### src/rtl/axi_wr_back_rd_stream.sv
// Read-side drain engine for the write-back FIFO: issues pops, absorbs RAM read
// latency in a (RAM_LATENCY+1)-entry skid buffer, and drives a valid/ready stream.
module axi_wr_back_rd_stream #(
    parameter int DATA_WIDTH  = 8,
    parameter int RAM_LATENCY = 1
) (
    input  logic                  clk,
    input  logic                  rstn,
    input  logic                  clr,
    input  logic                  fifo_rempty,
    output logic                  fifo_r_en,
    input  logic [DATA_WIDTH-1:0] ram_rdata,
    output logic                  m_valid,
    input  logic                  m_ready,
    output logic [DATA_WIDTH-1:0] m_data,
    output logic [1:0]            level,
    output logic                  ovf_err
);

    localparam logic [1:0] DEPTH   = 2'(RAM_LATENCY + 1);
    localparam logic [2:0] DEPTH_W = 3'(RAM_LATENCY + 1);

    // Four slots so a 2-bit pointer indexes cleanly; only DEPTH of them are used.
    logic [DATA_WIDTH-1:0]  mem_q [4];
    logic [1:0]             head_q, head_d;
    logic [1:0]             tail_q, tail_d;
    logic [1:0]             cnt_q, cnt_d;
    logic [RAM_LATENCY-1:0] inflight_q, inflight_d;
    logic                   ovf_q, ovf_d;
    logic                   rst_done_q;
    logic [2:0]             inflight_cnt;
    logic                   pop_out;
    logic                   tap;
    logic                   wr_en;
    logic                   wr_drop;

    function automatic logic [1:0] next_ptr(input logic [1:0] p);
        return (p == DEPTH - 2'd1) ? 2'd0 : p + 2'd1;
    endfunction

    assign m_valid = (cnt_q != 2'd0);
    assign m_data  = mem_q[head_q];
    assign level   = cnt_q;
    assign ovf_err = ovf_q;
    assign pop_out = m_valid && m_ready;
    assign tap     = inflight_q[RAM_LATENCY-1];

    always_comb begin
        inflight_cnt = 3'd0;
        for (int i = 0; i < RAM_LATENCY; i++) begin
            inflight_cnt = inflight_cnt + 3'(inflight_q[i]);
        end
    end

    // Credit check written as cnt+inflight < D+pop to avoid an unsigned underflow.
    assign fifo_r_en = rst_done_q && !fifo_rempty && !clr &&
                       (({1'b0, cnt_q} + inflight_cnt) < (DEPTH_W + {2'b00, pop_out}));

    assign wr_en   = tap && !clr && ((cnt_q != DEPTH) || pop_out);
    assign wr_drop = tap && !clr && (cnt_q == DEPTH) && !pop_out;

    always_comb begin
        head_d     = head_q;
        tail_d     = tail_q;
        cnt_d      = cnt_q;
        ovf_d      = ovf_q || wr_drop;
        inflight_d = RAM_LATENCY'({inflight_q, fifo_r_en});
        if (pop_out) begin
            head_d = next_ptr(head_q);
        end
        if (wr_en) begin
            tail_d = next_ptr(tail_q);
        end
        case ({wr_en, pop_out})
            2'b10:   cnt_d = cnt_q + 2'd1;
            2'b01:   cnt_d = cnt_q - 2'd1;
            default: cnt_d = cnt_q;
        endcase
        // Flush drops buffered data and anything still returning from the RAM.
        if (clr) begin
            head_d     = 2'd0;
            tail_d     = 2'd0;
            cnt_d      = 2'd0;
            ovf_d      = 1'b0;
            inflight_d = '0;
        end
    end

    always_ff @(posedge clk or negedge rstn) begin
        if (!rstn) begin
            head_q     <= 2'd0;
            tail_q     <= 2'd0;
            cnt_q      <= 2'd0;
            ovf_q      <= 1'b0;
            inflight_q <= '0;
            rst_done_q <= 1'b0;
        end else begin
            head_q     <= head_d;
            tail_q     <= tail_d;
            cnt_q      <= cnt_d;
            ovf_q      <= ovf_d;
            inflight_q <= inflight_d;
            rst_done_q <= 1'b1;
        end
    end

    always_ff @(posedge clk or negedge rstn) begin
        if (!rstn) begin
            for (int i = 0; i < 4; i++) begin
                mem_q[i] <= '0;
            end
        end else if (wr_en) begin
            mem_q[tail_q] <= ram_rdata;
        end
    end

endmodule

### config.mk
export PLATFORM = sky130hd
export DESIGN_NAME = axi_wr_back_rd_stream
export DESIGN_NICKNAME = d
export VERILOG_FILES = /design/src/rtl/axi_wr_back_rd_stream.sv
export SDC_FILE = /design/constraint.sdc
export NUM_CORES = 1
export LEC_CHECK = 0
export ABC_AREA = 1
export CELL_PAD_IN_SITES_DETAIL_PLACEMENT = 0
export CELL_PAD_IN_SITES_GLOBAL_PLACEMENT = 1
export CORE_ASPECT_RATIO = 1.5
export CORE_MARGIN = 2
export CORE_UTILIZATION = 30
export CTS_BUF_LIST = sky130_fd_sc_hd__clkbuf_16
export DETAILED_ROUTE_END_ITERATION = 12
export HOLD_SLACK_MARGIN = 0.06
export PLACE_DENSITY = 0.56
export SYNTH_ARGS = -nofsm -noshare
export SYNTH_HDL_FRONTEND = slang
export SYNTH_SLANG_ARGS = --single-unit
export TNS_END_PERCENT = 50
### constraint.sdc
create_clock -name clk -period 2.7 [get_ports clk]
set_input_delay 0.27 -clock clk [delete_from_list [all_inputs] [get_ports clk]]
set_output_delay 0.27 -clock clk [all_outputs]
set_load 0.01 [all_outputs]
==> metrics.cfg, run 1 <==
[die]
ios=26
fp.dieW_um=70.4
die_h_um=104
start_util_pct=30.8
core_um2=6440
dieArea_um2=7290
rows=36

[outcome]
outcome=finished, final reports clean

[setup_path]
crit_fanout=6
cp-start-kind=register
criticalPathCategory=reg2out
crit_chain=inv_1, nand2_1, nand2_1, or2_2, a21oi_1, clkdlybuf4s50_1
path_delay_family=buffers and inverters
cp_slowest_cell=clkdlybuf4s50_1
r2r_cells=7
slowest_delay_ps=540
worst-path-buf-inv=2
arrival_ps=1990
required_ps=2430
cp-end-kind=output port
path_common_cell=nand2_1
path_depth=6

[clocking]
clock_insertion_delay_worst_skew_ps=280
cts_root_buffer=clkbuf_16
clk_path_buf_depth=2
cts_tree=yes
postCtsHoldBufs=0
post_cts_buffers=0
cts-resized-gates=0
clkTransAtPathRegs_ps=60
cts_sinks=41
numCtsBuffers=5
htree_levels=2

[timing]
tightest_slew_ps=951
grt_setup_unrepaired=no
hold_viol_final=0
slew_headroom_pct=36.6
period_needed_ps=2260
tns_ps=0
drv_slew=0
period_share_pct=83.7
fmax_mhz=442
skew_ps=2.84
finalSetupViolations=0

[power]
peakVddDrop_v=0.000279
total_power_w=0.00200
leakage_nw=1.16
power_per_cell_area_nw_per_um2=830

[flow_run]
maxCapViolations=0

[placed_design]
post-dp-hpwl_um=2880
placed_cell_area_um2=2270
portBuffers=25
place_congestion=0.754

[detailed_routing]
ant_nets=0
vias=1472
wl_um=4350
drc=0
first_pass_iters=4
wl_per_cell_um=13.9
drt_iter0_drc=52
via_per_inst=4.69

[logic_synthesis]
avgSynthCellArea_um2=9.40
yosysTopAreaCellShare_pct=51.7
yosysSeqAreaShare_pct=51.7
synth_cells=211
synth.cell_area_um2=1980
ys_ff_latch=41
yosys.area.top_type=dfrtp_1
synthTopCellsByArea=dfrtp_1 (52%), o21ai_2 (10%), nand2_1 (7.9%)
synthDistinctLibCells=25
yosys_warnings=0
syn_nets=226

[global_route]
grt_pass1_vias=1505
grt_start_max_net_pins=42
antenna_found_initial=0
grt_usage_pct=13.1
overflow=0
grt_first_pass_wirelength_um=7380

[cells_and_area]
final_area_um2=2410
area_growth_syn_to_layout_pct=21.5
nets=252
insertedDiodeCount=0
fin_util_pct=37.4
drive_gt1_share_pct=17.2

[worst_hold_path]
hold_path_class=in2async

-- cells in the mapped netlist --
library cell,n
dfrtp_1,41
nor2_8,1
a21oi_1,4
conb_1,1
o21ai_2,23
nand2_4,3
nor2_1,20
nand2_1,42
buf_2,1
nand3_2,1
o22ai_1,8
buf_6,4
inv_2,2
ha_1,2
o21ai_0,18
or2_2,1
inv_4,1
o211ai_1,1
clkbuf_1,2
o21ai_1,9
xnor2_1,1
nand4_1,2
nand3_4,2
nand3_1,5
inv_1,16
-- path summary, 6_finish.rpt --
path / startpoint / endpoint / slack, ps
hold / removal: rstn / mem_q[5]$_DFFE_PN0P_ / 120
setup / recovery: level[1]$_DFFE_PN0P_ / fifo_r_en / 440
min in group clk: mem_q[23]$_DFFE_PN0P_ / mem_q[23]$_DFFE_PN0P_ / 480
max in group asynchronous: rstn / mem_q[0]$_DFFE_PN0P_ / 1970
hold reg to reg: mem_q[23]$_DFFE_PN0P_ / mem_q[23]$_DFFE_PN0P_ / 480
setup reg to reg: level[0]$_DFFE_PN0P_ / mem_q[31]$_DFFE_PN0P_ / 1370
-- registers in the layout (all words and copies together) (netlist names) --
signal / flops
tail_q: 2
ovf_err: 1
head_q: 2
rst_done_q: 1
level: 2
inflight_q: 1
mem_q: 32
-- final cells by class --
| cell class | count | area, um2 |
|---|---|---|
| clock inverters | 3 | 11.3 |
| flip-flops and latches | 41 | 1030 |
| repair buffers | 26 | 253 |
| multi-input cells | 144 | 827 |
| inverters | 19 | 73.8 |
| clock buffers | 5 | 125 |
| well taps | 76 | 95.1 |
| fillers | 687 | 4030 |
-- routing by layer --
layer	routed length, um	share of wire [%]	track usage (%)
met5	0	0	0
met4	88	2.0	5.77
met3	102	2.3	2.43
met2	2300	53	22.4
met1	1860	43	15.6
-- through the flow --
| stage | hold WS, ps | setup WS, ps | instances |
|---|---|---|---|
| after CTS | 183 | 412 | 314 |
| after detailed placement | 464 | 571 | 306 |
| after global placement | 460 | 578 | 306 |
| final | 119 | 440 | 314 |
| after global routing | 233 | 275 | 314 |
| after floorplan | -25.6 | 1170 | 211 |
-- placed cells by master, fill, tap and decap left out --
master	Yosys	final
xnor2_1	1	1
conb_1	1	1
o21ai_1	9	9
ha_1	2	2
inv_2	2	2
o211ai_1	1	1
clkdlybuf4s50_1	0	24
o21ai_0	18	18
inv_1	16	19
nand2_1	42	42
nor2_1	20	20
inv_4	1	1
nor2_8	1	1
clkbuf_16	0	5
nand2_4	3	3
nand3_2	1	1
o22ai_1	8	8
buf_4	0	1
or2_2	1	1
a21oi_1	4	4
o21ai_2	23	23
nand3_1	5	5
dfrtp_1	41	41
nand4_1	2	2
nand3_4	2	2
buf_2	1	1
-- power breakdown --
part	internal [W]	total, W	switching (W)
registers	0.000720	0.000789	0.0000691
logic	0.000327	0.000654	0.000328
clock network	0.000332	0.000558	0.000225
-- logic make-up (layout without fill, tap and decap cells) --
logic type                 Yosys count  count (layout)  synth area share, %
adders and majority gates            2               2                 1.26
DFF                                 41              41                 51.7
buffers and inverters               26              53                 6.62
and+or+nand+nor                     77              77                 18.9
xor gates and xnor gates             1               1                0.441
other                                1               1                0.189
AOI/OAI and AO/OA                   63              63                 20.9
Note: power is estimated with default switching activity, not from simulation.
==> run 2, diff against run 1 <==
clock period = 2.3 ns   (was 2.7 ns; I/O delays follow)
==> metrics.cfg, run 2 (same netlist as run 1, synthesis figures left out) <==
[outcome]
outcome=finished, final reports clean  ; unchanged

[placed_design]
dp_cells=311  ; was 306
preCtsSetupSlack_ps=251  ; was 571 ps
portBuffers=25  ; unchanged
post-dp-hpwl_um=3080  ; was 2880 um
placed_cell_area_um2=2320  ; was 2270 um2
place_congestion=0.749  ; was 0.754

[setup_path]
cp_slowest_cell=clkdlybuf4s50_1  ; unchanged
r2r_cells=7  ; unchanged
cp-start-kind=register  ; unchanged
required_ps=2070  ; was 2430 ps
arrival_ps=1980  ; was 1990 ps
criticalPathCategory=reg2out  ; unchanged
reg2reg_slack_ps=950  ; was 1370 ps
crit_chain=ha_1, or2_2, a21oi_1, clkdlybuf4s50_1  ; was inv_1, nand2_1, nand2_1, or2_2, a21oi_1, clkdlybuf4s50_1
crit_fanout=5  ; was 6
worst-path-buf-inv=1  ; was 2
cp-end-kind=output port  ; unchanged
r2r-start=level[1]$_DFFE_PN0P_  ; was level[0]$_DFFE_PN0P_
worstReg2RegEnd=mem_q[28]$_DFFE_PN0P_  ; was mem_q[31]$_DFFE_PN0P_
slowest_delay_ps=540  ; about the same
path_delay_family=buffers and inverters  ; unchanged

[timing]
hold_viol_final=0  ; unchanged
whs_ps=381  ; was 119 ps
period_share_pct=95.9
fmax_mhz=453
worst_slack_ps=94.1  ; was 440 ps
tns_ps=0  ; unchanged
drv_slew=0  ; unchanged
grt_setup_unrepaired=no  ; unchanged
skew_ps=2.28  ; was 2.84 ps
period_needed_ps=2210
finalSetupViolations=0  ; unchanged

[global_route]
met3_usage_pct=2.53  ; was 2.43%
grt_usage_pct=13.0  ; was 13.1%
met2_usage_pct=21.1  ; was 22.4%
grt_start_max_net_pins=19  ; was 42
antenna_found_initial=0  ; unchanged
grt_use_met1_pct=17.0  ; was 15.6%
busiest_layer=met2  ; unchanged
overflow=0  ; unchanged
grt_first_pass_wirelength_um=7460  ; was 7380 um
grt_pass1_vias=1489  ; was 1505

[detailed_routing]
wl_um=4370  ; was 4350 um
drc=0  ; unchanged
wl_per_cell_um=13.6  ; was 13.9 um
first_pass_iters=4  ; unchanged
via_per_inst=4.67  ; was 4.69
vias=1494  ; was 1472
drt_iter0_drc=45  ; was 52
ant_nets=0  ; unchanged

[cells_and_area]
fillers=675  ; was 687
nets=258  ; was 252
stdcell_count=320  ; was 314
largest_reg_flops=32  ; unchanged
drive_gt1_share_pct=19.3  ; was 17.2%
insertedDiodeCount=0  ; unchanged
top_register=mem_q  ; unchanged
final_area_um2=2470  ; was 2410 um2
final_cell_mix=nand2_1 (42), dfrtp_1 (40), clkdlybuf4s50_1 (24)  ; was nand2_1 (42), dfrtp_1 (41), clkdlybuf4s50_1 (24)
area_growth_syn_to_layout_pct=24.6  ; was 21.5%
final_common_cell=nand2_1  ; unchanged

[power]
peakVddDrop_v=0.000338  ; was 0.000279 V
leakage_nw=1.19  ; was 1.16 nW
power_per_cell_area_nw_per_um2=964  ; was 830 nW/um2

[flow_run]
maxCapViolations=0  ; unchanged

[die]
fp.dieW_um=70.4  ; unchanged
start_util_pct=30.8  ; unchanged
die_h_um=104  ; unchanged
ios=26  ; unchanged
rows=36  ; unchanged
dieArea_um2=7290  ; unchanged
core_um2=6440  ; unchanged

[clocking]
numCtsBuffers=5  ; unchanged
clk_path_buf_depth=2  ; unchanged
cts_tree=yes  ; unchanged
htree_levels=2  ; unchanged
clock_insertion_delay_worst_skew_ps=280  ; about the same
cts_sinks=41  ; unchanged
clkTransAtPathRegs_ps=50  ; was 60 ps
cts_root_buffer=clkbuf_16  ; unchanged

[worst_hold_path]
hold_path_class=in2async  ; unchanged

run 2: cell count changes in the layout (fill, tap and decap cells not counted), sizes merged:
cell,previous run,this run
buf,2,7
dlygate4sd3,0,1
run 2: repair_timing:
action | 4_1_cts | 5_1_grt
hold buffers | 1 | 0
buffers inserted | 0 | 0
gates resized for setup | 0 | 1
setup endpoints to repair | 0 | 1
hold endpoints to repair | 12 | 0
run 2: per-stage QoR:
stage          util, %  power (W)
6_report          38.4    0.00238
4_1_cts           38.4    0.00242
2_1_floorplan        -    0.00137
3_5_place_dp      36.1    0.00176
3_3_place_gp      36.1    0.00176
5_1_grt           38.4    0.00255
run 2: worst max path at each step:
stage	from	to	slack, ps	depth (start not counted)
finish	level[0]$_DFFE_PN0P_	fifo_r_en	90	4
CTS	level[0]$_DFFE_PN0P_	fifo_r_en	70	4
global route	level[0]$_DFFE_PN0P_	fifo_r_en	10	6
detailed placement	m_ready	fifo_r_en	250	5
global placement	m_ready	fifo_r_en	260	5
floorplan	level[1]$_DFFE_PN0P_	fifo_r_en	810	5
run 2: cell type report:
cell class | instances | area (um2) | area share [%]
multi-input combinational | 144 | 827 | 33.5
clock inverter | 3 | 11.3 | 0.455
inverter | 19 | 73.8 | 2.99
sequential | 41 | 1030 | 41.5
timing repair buffer | 32 | 313 | 12.7
clock buffer | 5 | 125 | 5.06
tap | 76 | 95.1 | 3.85
run 2: power breakdown:
| group | total [W] | internal [W] | switching (W) |
|---|---|---|---|
| sequential | 0.000911 | 0.000846 | 0.0000651 |
| clock | 0.000645 | 0.000390 | 0.000255 |
| combinational | 0.000826 | 0.000415 | 0.000411 |
| total | 0.00238 | 0.00165 | 0.000731 |
run 2: metal layers:
layer  vias up  share of wire [%]
met1       701                 46
met5         -                  0
met2        18                 50
met3         5                2.9
li1        770                  -
met4         0                1.5
run 2: worst reg2reg max path, delay by kind of cell, from the launching register on:
kind / cells / cell delay, ps
flops: 1 / 370
compound gates: 1 / 70
simple gates: 4 / 550
buf+inv: 2 / 240
==> run 3, diff against run 2 <==
ABC_AREA = 0   (was 1)
PLACE_DENSITY = 0.52   (was 0.56)
==> metrics.cfg, run 3 <==
[global_route]
overflow=0  ; unchanged
grt_start_max_net_pins=42  ; was 19
grt_first_pass_wirelength_um=6830  ; was 7460 um
antenna_found_initial=0  ; unchanged
grt_usage_pct=12.8  ; was 13.0%
grt_pass1_vias=1314  ; was 1489

[detailed_routing]
wl_per_cell_um=16.6  ; was 13.6 um
ant_nets=0  ; unchanged
drc=0  ; unchanged
vias=1161  ; was 1494
via_per_inst=4.88  ; was 4.67
wl_um=3940  ; was 4370 um
first_pass_iters=4  ; unchanged
drt_iter0_drc=54  ; was 45

[logic_synthesis]
synth.cell_area_um2=1910  ; was 1980 um2
ys.flop_type=dfrtp_1  ; unchanged
yosys_warnings=0  ; unchanged
avgSynthCellArea_um2=15.0  ; was 9.40 um2
synth.most_common_cell=dfrtp_1  ; was nand2_1
yosys.area.top_type=dfrtp_1  ; unchanged
yosysSeqAreaShare_pct=53.8  ; was 51.7%
ys_ff_latch=41  ; unchanged
synth-edff-count=0  ; unchanged
yosysTopAreaCellShare_pct=53.8  ; was 51.7%
synth-async-reset-ratio_pct=100  ; unchanged
syn_nets=142  ; was 226
synthTopCellsByArea=dfrtp_1 (54%), mux2_2 (14%), mux4_2 (9.4%)  ; was dfrtp_1 (52%), o21ai_2 (10%), nand2_1 (7.9%)
synth_cells=127  ; was 211
synthDistinctLibCells=31  ; was 25
synthTopCellsByCount=dfrtp_1 (41), mux2_2 (24), mux2_4 (8), mux4_2 (8)  ; was nand2_1 (42), dfrtp_1 (41), o21ai_2 (23), nor2_1 (20), o21ai_0 (18)

[die]
fp.dieW_um=69.1  ; was 70.4 um
start_util_pct=31.1  ; was 30.8%
core_um2=6130  ; was 6440 um2
dieArea_um2=7030  ; was 7290 um2
die_h_um=102  ; was 104 um
rows=35  ; was 36
ios=26  ; unchanged

[cells_and_area]
fillers=579  ; was 675
nets=179  ; was 258
insertedDiodeCount=0  ; unchanged
final_cell_mix=dfrtp_1 (41), mux2_2 (24), clkdlybuf4s50_1 (23)  ; was nand2_1 (42), dfrtp_1 (40), clkdlybuf4s50_1 (24)
largest_reg_flops=32  ; unchanged
seqCellArea_um2=1030  ; about the same
area_growth_syn_to_layout_pct=29.0  ; was 24.6%
stdcell_count=238  ; was 320
multi_input_area_um2=826  ; was 827 um2
final_common_cell=dfrtp_1  ; was nand2_1
top_register=mem_q  ; unchanged
drive_gt1_share_pct=39.6  ; was 19.3%

[clocking]
cts_root_buffer=clkbuf_16  ; unchanged
htree_levels=2  ; unchanged
clkTransAtPathRegs_ps=60  ; was 50 ps
cts-resized-gates=0  ; unchanged
clock_insertion_delay_worst_skew_ps=280  ; about the same
postCtsHoldBufs=0  ; was 1
cts_sinks=41  ; unchanged
post_cts_buffers=0  ; unchanged
numCtsBuffers=5  ; unchanged
cts_tree=yes  ; unchanged
clk_path_buf_depth=2  ; unchanged

[timing]
grt_setup_unrepaired=no  ; unchanged
whs_ps=90.4  ; was 381 ps
fmax_mhz=470  ; was 453 MHz
drv_slew=0  ; unchanged
skew_ps=2.56  ; was 2.28 ps
tns_ps=0  ; unchanged
period_share_pct=92.5  ; was 95.9%
period_needed_ps=2130  ; was 2210 ps
tightest_slew_ps=935
slew_headroom_pct=37.7
hold_viol_final=0  ; unchanged
finalSetupViolations=0  ; unchanged

[setup_path]
cp_slowest_cell=mux4_2  ; was clkdlybuf4s50_1
cp-startpoint=head_q[0]$_DFFE_PN0P_  ; was level[0]$_DFFE_PN0P_
criticalPathCategory=reg2out  ; unchanged
cp-end-kind=output port  ; unchanged
arrival_ps=1900  ; was 1980 ps
r2r-start=level[1]$_DFFE_PN0P_  ; unchanged
cp-start-kind=register  ; unchanged
crit_chain=buf_4, mux4_2, clkdlybuf4s50_1  ; was ha_1, or2_2, a21oi_1, clkdlybuf4s50_1
crit_fanout=5  ; unchanged
slowest_delay_ps=510  ; was 540 ps
required_ps=2070  ; about the same

[flow_run]
maxCapViolations=0  ; unchanged

[worst_hold_path]
hold_path_class=in2async  ; unchanged

[placed_design]
place_congestion=0.708  ; was 0.749
post-dp-hpwl_um=2840  ; was 3080 um
dp_cells=231  ; was 311
portBuffers=25  ; unchanged

[power]
total_power_w=0.00187  ; was 0.00238 W
leakage_nw=1.14  ; was 1.19 nW
peakVddDrop_v=0.000394  ; was 0.000338 V
power_per_cell_area_nw_per_um2=760  ; was 964 nW/um2

[outcome]
outcome=finished, final reports clean  ; unchanged

-- run 3: metrics by stage --
| step | setup slack (ps) | util (%) | instance area, um2 |
|---|---|---|---|
| final | 172 | 40.1 | 2460 |
| after detailed placement | 122 | 37.5 | 2300 |
| after CTS | 84.1 | 40.1 | 2460 |
| after global placement | 142 | 37.5 | 2300 |
| after floorplan | 556 | - | 1910 |
| after global routing | 91.9 | 40.1 | 2460 |
-- run 3: layout make-up --
cell class | instances | share of cell area [%]
timing repair buffer | 38 | 14.0
clock buffer | 5 | 5.08
clock inverter | 2 | 1.42
sequential | 41 | 41.7
inverter | 3 | 0.458
multi-input combinational | 75 | 33.6
tap | 74 | 3.76
-- run 3: layer usage --
metal,up-vias,share of wire (%),track usage (%)
li1,542,-,-
met1,589,43,14.1
met2,24,52,23.7
met3,6,2.9,2.99
met4,0,1.9,5.43
met5,-,0,0
-- run 3: power by group --
| part | switching (W) | leakage (nW) | internal, W |
|---|---|---|---|
| clock network | 0.000261 | 0.0797 | 0.000503 |
| logic | 0.000102 | 0.507 | 0.000190 |
| registers | 0.0000315 | 0.550 | 0.000782 |
| total | 0.000395 | 1.14 | 0.00148 |
-- run 3: cell families (layout without fill, tap and decap cells) --
kind of cell    count (synthesis)  count (layout)  synth area share [%]
compound gates                 12              12                  3.80
xor+xnor                        1               1                 0.459
fa+ha+maj                       2               2                  1.31
buf+inv                        11              48                  2.95
flops                          41              41                  53.8
mux                            40              40                  29.9
other cells                     1               1                 0.197
simple gates                   19              19                  7.61
-- run 3: critical path, delay by kind of cell, from the launching register on --
kind                   cells  cell delay (ps)
buffers and inverters      2              700
flip-flops                 1              420
multiplexers               1              510
-- run 3: path summary, 6_finish.rpt --
path	slack, ps	cells past startpoint	to
setup / recovery	170	3	m_data[3]
hold / removal	90	1	mem_q[30]$_DFFE_PN0P_
setup reg to reg	450	4	mem_q[18]$_DFFE_PN0P_
hold reg to reg	500	1	mem_q[8]$_DFFE_PN0P_
max in group asynchronous	1620	1	level[1]$_DFFE_PN0P_
min in group clk	500	1	mem_q[8]$_DFFE_PN0P_
